===== src/rtl/config_pkg.sv =====
// Shared configuration defaults for the FIFO slice.
package config_pkg;
  localparam int FifoQueueSize = 32;
  localparam int FifoPtrSize   = $clog2(FifoQueueSize);
endpackage


===== src/rtl/fifo_ram.sv =====
// FIFO storage: one synchronous write port, one asynchronous read port, no reset.
module fifo_ram #(
  parameter int DataWidth = 8,
  parameter int Depth     = 32,
  localparam int AddrW    = $clog2(Depth)
) (
  input  logic                 clk_i,
  input  logic                 we,
  input  logic [AddrW-1:0]     waddr,
  input  logic [DataWidth-1:0] wdata,
  input  logic [AddrW-1:0]     raddr,
  output logic [DataWidth-1:0] rdata
);

  logic [DataWidth-1:0] mem [Depth];

  always_ff @(posedge clk_i) begin
    if (we) mem[waddr] <= wdata;
  end

  assign rdata = mem[raddr];

endmodule


===== src/rtl/sync_fifo.sv =====
// Single-clock first-word-fall-through FIFO with sticky overflow/underflow flags.
module sync_fifo
  import config_pkg::*;
#(
  parameter int DataWidth       = 8,
  parameter int Depth           = FifoQueueSize,
  parameter int AlmostFullLevel = Depth - 4,
  localparam int PtrW           = $clog2(Depth),
  localparam int CntW           = PtrW + 1
) (
  input  logic                 clk_i,
  input  logic                 reset_i,
  input  logic [DataWidth-1:0] data_i,
  input  logic                 write_enable,
  input  logic                 next,
  input  logic                 clear_errors,
  output logic [DataWidth-1:0] data,
  output logic                 have_next,
  output logic                 full,
  output logic                 almost_full,
  output logic [CntW-1:0]      count,
  output logic                 overflow,
  output logic                 underflow
);

  if (Depth < 2 || (Depth & (Depth - 1)) != 0) begin : g_bad_depth
    $error("sync_fifo: Depth must be a power of two >= 2");
  end
  if (AlmostFullLevel < 1 || AlmostFullLevel > Depth) begin : g_bad_afl
    $error("sync_fifo: AlmostFullLevel must be within 1..Depth");
  end

  // Handshake: write_enable and next are requests that take effect on the same
  // rising edge they are sampled high, if accepted. A pop is accepted whenever
  // the FIFO holds data; a push is accepted when not full, or when full and a
  // pop is accepted in the same cycle. Rejected requests only set sticky flags.
  logic [PtrW-1:0]      in_ptr, out_ptr;
  logic [DataWidth-1:0] ram_rdata;
  logic                 push_ok, pop_ok;

  assign have_next   = (count != '0);
  assign full        = (count == CntW'(Depth));
  assign almost_full = (count >= CntW'(AlmostFullLevel));
  assign pop_ok      = next && have_next;
  assign push_ok     = write_enable && (!full || pop_ok);
  assign data        = have_next ? ram_rdata : '0;

  fifo_ram #(
    .DataWidth (DataWidth),
    .Depth     (Depth)
  ) u_ram (
    .clk_i (clk_i),
    .we    (push_ok && !reset_i),
    .waddr (in_ptr),
    .wdata (data_i),
    .raddr (out_ptr),
    .rdata (ram_rdata)
  );

  always_ff @(posedge clk_i) begin
    if (reset_i) begin
      in_ptr    <= '0;
      out_ptr   <= '0;
      count     <= '0;
      overflow  <= 1'b0;
      underflow <= 1'b0;
    end else begin
      if (push_ok) in_ptr  <= in_ptr + PtrW'(1);
      if (pop_ok)  out_ptr <= out_ptr + PtrW'(1);
      if (push_ok && !pop_ok)      count <= count + CntW'(1);
      else if (pop_ok && !push_ok) count <= count - CntW'(1);
      // A fresh error event outranks a clear arriving in the same cycle.
      if (write_enable && !push_ok) overflow <= 1'b1;
      else if (clear_errors)        overflow <= 1'b0;
      if (next && !have_next)       underflow <= 1'b1;
      else if (clear_errors)        underflow <= 1'b0;
    end
  end

endmodule


===== config.mk =====
export PLATFORM = sky130hd
export DESIGN_NAME = sync_fifo
export DESIGN_NICKNAME = d
export VERILOG_FILES = /design/src/rtl/config_pkg.sv /design/src/rtl/fifo_ram.sv /design/src/rtl/sync_fifo.sv
export SDC_FILE = /design/constraint.sdc
export NUM_CORES = 1
export LEC_CHECK = 0
export BUFFER_PORTS_ARGS = -buffer_cell sky130_fd_sc_hd__buf_2
export CAP_MARGIN = 10
export CELL_PAD_IN_SITES_DETAIL_PLACEMENT = 1
export CELL_PAD_IN_SITES_GLOBAL_PLACEMENT = 2
export CORE_MARGIN = 4
export CORE_UTILIZATION = 44
export DETAILED_ROUTE_END_ITERATION = 10
export PLACE_DENSITY = 0.76
export REMOVE_ABC_BUFFERS = 1
export SYNTH_ARGS = -nofsm -noshare
export SYNTH_HDL_FRONTEND = slang
export SYNTH_SLANG_ARGS = --single-unit
export TNS_END_PERCENT = 100

===== constraint.sdc =====
create_clock -name clk_i -period 3.14 [get_ports clk_i]
set_input_delay 0.314 -clock clk_i [delete_from_list [all_inputs] [get_ports clk_i]]
set_output_delay 0.314 -clock clk_i [all_outputs]
set_load 0.02 [all_outputs]

Yosys cells after proc, flatten, opt, wreduce, memory -nomap -nowiden

Memories as Yosys holds them, arrays and structs flattened. A register that Yosys moved wholly into a read port is not among the register bits.
Index checks and enable logic that the tools add are counted.
Widths: inputs -> output; s select.

Register bits: 18
Bits in writable memories: 256
Bits of input ports: 13
Memories: 1

Memory list:

| memory    | depth | width | rd ports | clocked after Yosys merged registers in | wr ports | line           | source |
|---|---|---|---|---|---|---|---|
| u_ram.mem | 32    | 8     | 1        | 1                                       | 1        | fifo_ram.sv:15 | `logic [DataWidth-1:0] mem [Depth];` |

$add $sub $neg: 4
Order comparisons: 1
Equality and inequality tests: 1
Muxes and demuxes: 10
Reduce and logical (&&, ||, !) cells: 17

Operators by type and width:

| cell                | number |
|---|---|
| $mux 6              | 2 |
| $add 5x1->5 const B | 2 |
| $mux 5              | 2 |
| $mux 8              | 1 |
| $logic_and 1x1->1   | 7 |
| $add 6x1->6 const B | 1 |
| $eq 6x6->1 const B  | 1 |
| $ge 6x5->1 const B  | 1 |
| $reduce_bool 2->1   | 3 |
| $reduce_bool 6->1   | 1 |
| $sub 6x1->6 const B | 1 |
| $logic_not 1->1     | 5 |
| $mux 1              | 5 |
| $logic_or 1x1->1    | 1 |

Depth between registers and ports, before layout

Gate-level depths: netlist of run 1.

Depth in word-level cells: 8
Depth in mapped cells: 11

Modules after synthesis

Synthesis of run 1 repeated with hierarchy kept, for this count alone.

Cells, all modules: 534
Area total of the unflattened synthesis: 10,950.5 um^2

By module, submodules not included:

| module    | times used | cells an instance | area each (um^2) | sequential area each (um^2) |
|---|---|---|---|---|
| fifo_ram  | 1          | 409               | 9,893.2          | 7,687.4 |
| sync_fifo | 1          | 125               | 1,057.3          | 360.3 |

Worst setup path before layout of run 1

Ideal clock, no wire load.

Path type: reg-to-reg
Start point: register count[0]
End point: register count[4]
Arrival time: 3,024 ps
Required time: 3,070 ps
Slack: 46 ps
Stages on the path, launching flop included: 12
Path buffers: 0
Clock period less this slack: 3,094 ps
Cells stage by stage: dfxtp_1 > or4_4 > or3_4 > nand2_2 > ha_1 > inv_1 > ha_1 > nor2b_1 > o21a_1 > o21ai_0 > or3b_2 > a21oi_1

Longest elaborated chain between the ends: 7
Elaborated cells on any way between the ends: 15
Classes of those cells: 2 x add/sub; 1 x eq/ne; 2 x mux; 10 x reduce/logical

RTL lines:

| what                                                | line            | source |
|---|---|---|
| from (decl)                                         | sync_fifo.sv:21 | `output logic [CntW-1:0] count,` |
| from (signal assigned)                              | sync_fifo.sv:70 | `if (push_ok && !pop_ok) count <= count + CntW'(1);` |
| from (signal assigned)                              | sync_fifo.sv:71 | `else if (pop_ok && !push_ok) count <= count - CntW'(1);` |
| branches (longest 7 deep; another with $sub 6x1->6) | -               |  |

Several ways; the timed one is not identified. The select of a mux whose other input is x is not followed.
A chain may end at the register's enable or synchronous reset.

==> impl_metrics.py, run 1 <==
metrics = {
    "floorplanning": {
        "die_area_sq_um": 28000,
        "placementRows": 58,
        "core_area_sq_um": 25000,
        "die_y_um": 167,
        "io_pins": 32,
        "dieWidth_um": 167,
        "start_util_pct": 44.6,
    },
    "synthesis": {
        "ys_warn_count": 0,
        "synth_edf_count": 256,
        "synth_seq_cells": 279,
        "syn_avg_cell_area_sq_um": 19.7,
        "ys.flop_type": "edfxtp_1",
        "synthDistinctLibCells": 46,
        "yosysSeqAreaShare_pct": 73.0,
        "netlist_area_sq_um": 11200,
        "async_reset_ff_share_pct": 0,
        "synthCells": 565,
    },
    "route": {
        "via_count": 5580,
        "m1WireLength_um": 10500,
        "first_pass_iters": 4,
        "met2_length_um": 12500,
        "drt-vias-per-instance": 5.66,
        "drc": 0,
        "ant_nets": 0,
        "top_layer": "met4",
        "route.met3.wl_um": 1230,
        "routedWlPerCell_um": 24.9,
        "drt_wl_total_um": 24500,
        "drt_iter0_drc": 562,
    },
    "outcome": {
        "status": "finished clean",
    },
    "sta": {
        "clock_skew_ns": 0.0199,
        "setup_viol": 0,
        "worst_slew_pin_slew_ns": 0.885,
        "fin_crit_sh_pct": 97.9,
        "hold_viol_final": 0,
        "finalWorstSetupSlack_ns": 0.0666,
        "fin_setup_tns_ns": 0,
        "max_slew_margin_pct": 40.8,
        "period_needed_ns": 3.07,
        "fmax_mhz": 325,
        "slew_violations": 0,
        "rsz0062_at_grt": "yes",
    },
    "placed_design": {
        "gp_congestion": 0.792,
        "place_ws_ns": -0.0346,
        "dp_hpwl_um": 15200,
        "port_buffers": 31,
    },
    "setup_path": {
        "r2r_cells": 11,
        "cp_max_fo": 13,
        "r2r_end": "count[4]",
        "critical_path_arrival_ns": 2.76,
        "crit_end": "data[1]",
        "r2r_start": "count[1]",
        "crit_path_end_kind": "output port",
        "crit_path_start_kind": "flip-flop",
        "path_class": "reg2out",
        "regToRegSetupSlack_ns": 0.15,
        "crit_required_ns": 2.83,
    },
    "power_and_ir_drop": {
        "leakage_uw": 0.00417,
        "sw_frac_of_total_pct": 26.6,
        "switching_power_uw": 2630,
        "power_uw": 9880,
        "irDropWorstVdd_mv": 0.362,
        "clockPowerShare_pct": 33.6,
        "seqPwrFrac_pct": 42.8,
        "internal_power_uw": 7250,
        "power_frac_comb_pct": 23.6,
        "powerDensity_nw_per_um2": 767,
    },
    "global_routing": {
        "track_usage_pct": 17.7,
        "grt_max_degree": 33,
        "overflow": 0,
        "grt_pass1_vias": 6050,
        "grt_pass1_wl_um": 37800,
        "antenna_found_initial": 0,
    },
    "layout": {
        "syn_to_final_growth_pct": 15.4,
        "drive_gt1_share_pct": 26.6,
        "final_nets": 657,
        "antenna_cells": 0,
    },
    "clock_tree": {
        "clock-root-buffer": "clkbuf_16",
        "cts_buffer_depth": 3,
        "cts_buffers": 29,
        "cts_hold_buf": 0,
        "insertion_delay_ns": 0.54,
        "cts_tree": "done",
        "cts_sinks": 279,
        "htree_levels": 1,
        "path_clk_slew_ns": 0.06,
    },
    "worst_hold_path": {
        "min-delay-start": "clear_errors",
        "hp-class": "in2reg",
    },
    "job": {
        "drv_cap": 0,
    },
}
-- repair_timing --
item	4_1_cts	5_1_grt
setup endpoints to repair	9	5
resized for setup	5	8
buffers inserted	1	0
gates cloned	3	0
pin swaps	0	2
-- stage by stage --
step                      util (%)  hold slack (ns)  cells  cell area (sq um)
after detailed placement      47.2            0.488    927              11800
final                         51.4            0.102    985              12900
after global routing          51.4            0.106    985              12900
after CTS                     51.4           0.0811    985              12900
after global placement        47.2            0.462    927              11800
after floorplan                  -            0.383    539              11000
-- synthesized netlist by cell type (all sizes together) (6+ instances only) --
cell type	n	area [sq um]
nand2	22	85.1
o21ai	6	30.0
mux2i	8	80.1
ha	11	138
o221ai	8	70.1
dfxtp	23	460
inv	19	71.3
a21oi	12	60.1
edfxtp	256	7690
a221oi	8	95.1
nor2	49	184
nand3	7	35.0
or3	6	42.5
buf	17	119
clkbuf	9	35.0
mux4	72	1690
-- per-layer routing --
| metal | GRT usage [%] | vias up |
|---|---|---|
| li1 | - | 2442 |
| met5 | 0 | - |
| met2 | 30.0 | 157 |
| met1 | 24.5 | 2953 |
| met4 | 3.78 | 0 |
| met3 | 2.83 | 28 |
-- sequential cells by signal, summed over array words and instances (netlist names), named ones only --
| signal | flops |
|---|---|
| count | 6 |
| out_ptr | 5 |
| u_ram.mem | 256 |
| underflow | 1 |
| in_ptr | 5 |
| overflow | 1 |
-- layout by cell type, fill, tap and decap left out, types with 11 or more instances in the layout --
cell / n
dfxtp_1: 21
buf_4: 24
nand2_1: 21
inv_1: 18
a21oi_1: 11
mux4_2: 55
clkbuf_1: 11
nor2_1: 49
edfxtp_1: 256
mux4_1: 17
buf_2: 31
clkbuf_16: 29
-- worst min-delay path by stage --
| stage | to | slack, ns | depth (start not counted) |
|---|---|---|---|
| 3_5_place_dp | underflow | 0.49 | 2 |
| 3_3_place_gp | overflow | 0.46 | 2 |
| 6_report | underflow | 0.10 | 4 |
| 2_1_floorplan | count[2] | 0.38 | 1 |
| 5_1_grt | underflow | 0.11 | 4 |
| 4_1_cts | underflow | 0.08 | 4 |
-- final cells by class --
type / instances / area [sq um]
well taps: 330 / 413
clock inverters: 12 / 134
multi-input cells: 241 / 2800
inverters: 19 / 71.3
repair buffers: 62 / 510
clock buffers: 42 / 795
flip-flops and latches: 279 / 8150
fillers: 2271 / 12200
-- cells by family (layout without fill, tap and decap cells) --
family	count (synthesis)	in the layout	synth area share, %
adders and majority gates	12	12	1.41
AOI/OAI and AO/OA	41	41	2.96
DFF	279	279	73.0
buffers and inverters	45	135	2.02
xor gates and xnor gates	6	6	0.471
and+or+nand+nor	102	102	4.22
muxes	80	80	15.9
-- power groups by stage --
stage	combinational [uW]	sequential [uW]	clock [uW]
3_3_place_gp	2070	4280	0
4_1_cts	2330	4230	3390
3_5_place_dp	2140	4280	0
5_1_grt	2500	4240	3560
2_1_floorplan	1240	4480	0
6_report	2330	4230	3320
-- critical path: stages, from the launching register on --
cell	delay, ns
dfxtp_4	0.45
buf_16	0.19
mux4_1	0.60
mux4_2	0.52
inv_1	0.09
a221oi_1	0.12
buf_2	0.22
(Power assumes the default switching activity.)
==> inputs of run 2 (changes only) <==
Settings changed: ABC_AREA set to 1, CORE_UTILIZATION 44 to 38.
==> impl_metrics.py, run 2 <==
metrics = {
    "outcome": {
        "status": "finished clean",
    },
    "placed_design": {
        "dpl.cell_count": 1472,
        "gp_congestion": 0.789,
        "dp_hpwl_um": 19700,
        "postPlaceCellArea_sq_um": 12400,
        "port_buffers": 31,
        "place_ws_ns": 0.532,
    },
    "setup_path": {
        "r2r_start": "count[1]",
        "max_stage_delay_ns": 0.46,
        "slowest_stage": "inv_4",
        "crit_required_ns": 2.83,
        "cp_max_fo": 47,
        "crit_chain": "inv_4 > buf_4 > nand3_1 > nand3_1 > nand2_1 > nand2_1 > nand3_1 > nand2_1 > nor2_1 > buf_2",
        "crit_path_start_kind": "flip-flop",
        "regToRegSetupSlack_ns": 0.53,
        "r2r_end": "count[3]",
        "crit_path_end_kind": "output port",
        "path_class": "reg2out",
        "r2r_cells": 14,
        "critical_path_arrival_ns": 2.59,
    },
    "synthesis": {
        "synth_compound_area_share_pct": 1.94,
        "netlist_area_sq_um": 11800,
        "async_reset_ff_share_pct": 0,
        "ys_top_cells_by_area": "edfxtp_1, nand2_1, nand3_1",
        "yosys.area.top_type": "edfxtp_1",
        "syn_avg_cell_area_sq_um": 11.1,
        "synth_common_cells": "nand2_1, edfxtp_1, nand3_1",
        "synthDistinctLibCells": 30,
        "yosysSeqAreaShare_pct": 68.9,
        "ys.flop_type": "edfxtp_1",
        "synth_top_area_share_pct": 65.0,
        "synthXorXnorAreaFrac_pct": 0.667,
        "synthCells": 1064,
        "synth-adder-area-share_pct": 1.33,
        "yosysMostFrequentCell": "nand2_1",
        "synth_seq_cells": 279,
        "synthMuxAreaShare_pct": 0,
        "synth_top_family_by_area": "simple AND/OR/NAND/NOR gates",
        "ys_warn_count": 0,
        "synth_edf_count": 256,
        "yosys.area_share.simple_pct": 22.7,
    },
    "floorplanning": {
        "die_area_sq_um": 34000,
        "dieWidth_um": 184,
        "start_util_pct": 38.5,
        "core_area_sq_um": 30700,
        "die_y_um": 184,
        "placementRows": 64,
        "io_pins": 32,
    },
    "clock_tree": {
        "cts_buffer_depth": 3,
        "clock-root-buffer": "clkbuf_16",
        "cts_tree": "done",
        "path_clk_slew_ns": 0.06,
        "cts_sinks": 279,
        "cts_hold_buf": 0,
        "cts_buffers": 31,
        "insertion_delay_ns": 0.54,
        "htree_levels": 1,
    },
    "sta": {
        "fin_crit_sh_pct": 92.4,
        "fmax_mhz": 345,
        "worst_slew_pin_slew_ns": 0.863,
        "finalWorstSetupSlack_ns": 0.238,
        "setup_viol": 0,
        "hold_viol_final": 0,
        "fin_setup_tns_ns": 0,
        "clock_skew_ns": 0.0106,
        "max_slew_margin_pct": 42.2,
        "period_needed_ns": 2.90,
        "slew_violations": 0,
        "rsz0062_at_grt": "no",
    },
    "layout": {
        "largest_register_ffs": 256,
        "final_nets": 1135,
        "postLayoutCellArea_sq_um": 13500,
        "finish.utilization_pct": 44.0,
        "final_cell_mix": "nand2_1, edfxtp_1, nand3_1",
        "final_common_cell": "nand2_1",
        "antenna_cells": 0,
        "drive_gt1_share_pct": 11.8,
        "top_regs": "u_ram.mem x256, count x6",
        "regMostFlops": "u_ram.mem",
        "syn_to_final_growth_pct": 14.1,
        "fin_cells": 1530,
    },
    "route": {
        "drt-vias-per-instance": 5.17,
        "drt_wl_total_um": 32400,
        "ant_nets": 0,
        "drt_iter0_drc": 683,
        "first_pass_iters": 5,
        "drc": 0,
        "via_count": 7916,
        "routedWlPerCell_um": 21.2,
    },
    "power_and_ir_drop": {
        "irDropWorstVdd_mv": 0.402,
        "leakage_uw": 0.00506,
        "powerDensity_nw_per_um2": 791,
    },
    "job": {
        "drv_cap": 0,
    },
    "worst_hold_path": {
        "hold_depth": 4,
        "min-delay-start": "clear_errors",
        "hp-class": "in2reg",
        "worst_hold_path.endpoint": "overflow",
    },
    "global_routing": {
        "grt_pass1_wl_um": 49100,
        "overflow": 0,
        "antenna_found_initial": 0,
        "grt_pass1_vias": 8266,
        "grt_max_degree": 61,
        "track_usage_pct": 18.9,
    },
}
run 2: final cells by class:
cell class                 instances  area (sq um)
clock buffer                      40           850
timing repair buffer              68           503
multi-input combinational        698          3150
inverter                          32           125
tap                              396           495
clock inverter                    17           211
fill                            3311         17200
sequential                       279          8150
run 2: report_power, final:
part / switching [uW] / internal, uW
registers: 112 / 4140
clock network: 1440 / 2310
logic: 1870 / 801
total: 3430 / 7240
run 2: cell families (layout without fill, tap and decap cells):
| kind of cell | after synthesis | in the layout |
|---|---|---|
| buf+inv | 87 | 157 |
| fa+ha+maj | 12 | 12 |
| xor+xnor | 9 | 9 |
| compound gates | 45 | 45 |
| simple gates | 632 | 632 |
| flops | 279 | 279 |
run 2: worst max-delay path by stage:
stage | start | endpoint | slack, ns | cells past startpoint
floorplan | flip-flop | data[2] | -1.74 | 7
global placement | count[1] | count[3] | 0.65 | 14
detailed placement | count[1] | count[3] | 0.53 | 14
CTS | flip-flop | data[0] | 0.12 | 10
global route | flip-flop | data[1] | 0.03 | 10
finish | flip-flop | data[1] | 0.24 | 10
run 2: per-stage QoR:
step / hold slack (ns) / total power [uW]
final: 0.0365 / 10700
after global placement: 0.453 / 6970
after floorplan: 0.383 / 5940
after detailed placement: 0.462 / 7010
after CTS: 0.00998 / 10800
after global routing: 0.0361 / 11200
run 2: repair_timing:
item	4_1_cts	5_1_grt
setup endpoints to repair	0	1
buffers inserted	0	1
resized for setup	0	0
run 2: worst max-delay path: cells and delay by family, from the launching register on:
| family | cells | cell delay (ns) |
|---|---|---|
| buffers and inverters | 3 | 0.95 |
| flip-flops | 1 | 0.34 |
| AND/OR/NAND/NOR | 7 | 0.70 |
run 2: per-layer routing:
layer / vias up / global-route usage, % / share of wire (%)
li1: 3757 / - / -
met1: 3966 / 25.5 / 45
met2: 153 / 32.8 / 49
met3: 40 / 2.64 / 3.8
met4: 0 / 4.14 / 2.1
met5: - / 0 / 0
==> inputs of run 3 (changes only) <==
Settings changed: GPL_TIMING_DRIVEN set to 0, SYNTH_HIERARCHICAL set to 1.
==> impl_metrics.py, run 3 <==
metrics = {
    "sta": {
        "fin_crit_sh_pct": 93.9,
        "setup_viol": 0,
        "fmax_mhz": 339,
        "hold_viol_final": 0,
        "clock_skew_ns": 0.0146,
        "worst_slew_pin_slew_ns": 0.915,
        "fin_setup_tns_ns": 0,
        "max_slew_margin_pct": 38.8,
        "slew_violations": 0,
        "rsz0062_at_grt": "no",
        "period_needed_ns": 2.95,
        "hold_ws_ns": 0.0375,
        "finalWorstSetupSlack_ns": 0.190,
    },
    "power_and_ir_drop": {
        "powerDensity_nw_per_um2": 774,
        "power_uw": 10300,
        "leakage_uw": 0.00497,
        "irDropWorstVdd_mv": 0.421,
    },
    "synthesis": {
        "ys.flop_type": "edfxtp_1",
        "synthCells": 1077,
        "netlist_area_sq_um": 11800,
        "synth_seq_cells": 274,
        "syn_avg_cell_area_sq_um": 10.9,
        "synth_edf_count": 256,
        "ys_top_cells_by_area": "edfxtp_1, nand2_1, nand3_1",
        "synth_top_area_share_pct": 65.3,
        "synth_common_cells": "nand2_1, edfxtp_1, nand3_1",
        "ys_warn_count": 6,
        "yosysSeqAreaShare_pct": 68.3,
        "yosysMostFrequentCell": "nand2_1",
        "synthDistinctLibCells": 30,
        "async_reset_ff_share_pct": 0,
        "yosys.area.top_type": "edfxtp_1",
    },
    "layout": {
        "antenna_cells": 0,
        "final_common_cell": "nand2_1",
        "regMostFlops": "u_ram/mem",
        "final_nets": 1129,
        "top_regs": "u_ram/mem x256, count x6",
        "largest_register_ffs": 256,
        "syn_to_final_growth_pct": 12.9,
        "final_cell_mix": "nand2_1, edfxtp_1, nand3_1",
        "postLayoutCellArea_sq_um": 13300,
        "drive_gt1_share_pct": 9.92,
    },
    "route": {
        "drt_wl_total_um": 33300,
        "routedWlPerCell_um": 21.8,
        "drt-vias-per-instance": 5.26,
        "ant_nets": 0,
        "first_pass_iters": 5,
        "drt_iter0_drc": 592,
        "drc": 0,
        "via_count": 8025,
    },
    "clock_tree": {
        "htree_levels": 1,
        "clock-root-buffer": "clkbuf_16",
        "cts_buffer_depth": 3,
        "insertion_delay_ns": 0.54,
        "cts_buffers": 29,
        "path_clk_slew_ns": 0.06,
        "cts_tree": "done",
        "cts_sinks": 274,
    },
    "worst_hold_path": {
        "worst_hold_path.endpoint": "overflow",
        "hold_depth": 4,
        "min-delay-start": "clear_errors",
        "hp-class": "in2reg",
    },
    "setup_path": {
        "regToRegSetupSlack_ns": 0.19,
        "r2r_start": "count[0]",
        "cp_max_fo": 8,
        "crit_path_end_kind": "flip-flop",
        "crit_required_ns": 3.31,
        "r2r_end": "u_ram/mem[8][2]",
        "path_class": "reg2reg",
        "critical_path_arrival_ns": 3.12,
        "r2r_cells": 6,
        "crit_path_start_kind": "flip-flop",
    },
    "outcome": {
        "status": "finished clean",
    },
    "global_routing": {
        "antenna_found_initial": 0,
        "track_usage_pct": 19.7,
        "grt_max_degree": 39,
        "grt_pass1_vias": 8207,
        "overflow": 0,
        "grt_pass1_wl_um": 50300,
    },
    "placed_design": {
        "gp_congestion": 0.747,
        "dp_hpwl_um": 18500,
        "postPlaceCellArea_sq_um": 12100,
        "place_ws_ns": -0.300,
        "port_buffers": 31,
    },
    "floorplanning": {
        "placementRows": 64,
        "die_area_sq_um": 33900,
        "die_y_um": 184,
        "start_util_pct": 38.5,
        "core_area_sq_um": 30600,
        "dieWidth_um": 184,
        "io_pins": 32,
    },
    "job": {
        "drv_cap": 0,
    },
}
==> run 3: worst max path at each step <==
| stage | start | end | slack (ns) | depth (start not counted) |
|---|---|---|---|---|
| floorplan | out_ptr[0] | data[0] | -1.87 | 11 |
| global placement | out_ptr[0] | data[6] | -6.40 | 12 |
| detailed placement | out_ptr[0] | data[6] | -0.30 | 14 |
| CTS | out_ptr[1] | data[6] | 0.03 | 12 |
| global route | count[0] | u_ram/mem[21][7] | 0.03 | 6 |
| finish | count[0] | u_ram/mem[8][2] | 0.19 | 6 |
==> run 3: per-layer routing <==
metal	wire, um	track usage (%)
met2	16000	32.6
met1	15100	27.7
met4	672	4.47
met5	0	0
met3	1410	2.67
==> run 3: critical path, stage by stage, from the launching register on <==
cell and delay (ns):
dfxtp_1 0.48, nor2_4 0.10, nand4_2 0.16, nand2_4 0.11, nor2_1 0.21, nand3_1 0.58
nor2_1 0.93
==> run 3: through the flow <==
stage | instances | util [%]
after floorplan | 1023 | -
after global placement | 1450 | 39.2
after detailed placement | 1455 | 39.7
after CTS | 1518 | 43.3
after global routing | 1525 | 43.5
final | 1525 | 43.5
==> run 3: logic make-up after synthesis <==
group                    count (synthesis)  share of synthesized area [%]
buffers and inverters                   96                           4.94
AND/OR/NAND/NOR                        669                           24.3
flip-flops                             274                           68.3
adder cells (fa/ha/maj)                  8                          0.914
XOR/XNOR                                 6                          0.446
AO/OA/AOI/OAI                           24                           1.06
==> run 3: final cells by class <==
type                       count  area (sq um)
clock buffer                  37           756
clock inverter                15           120
fill                        3319         17300
inverter                      42           180
multi-input combinational    707          3150
sequential                   274          8060
tap                          396           495
timing repair buffer          53           528
timing repair inverter         1          8.76
==> run 3: report_power, final <==
part	total [uW]	switching (uW)	internal [uW]
logic	2910	1980	930
clock network	3210	1360	1850
registers	4180	110	4070
total	10300	3450	6840
==> run 3: repair_timing <==
action	in CTS	in global routing
gates cloned	3	0
endpoints found under the setup margin	8	6
hold buffers	0	0
gates resized for setup	6	2
buffers inserted	8	7
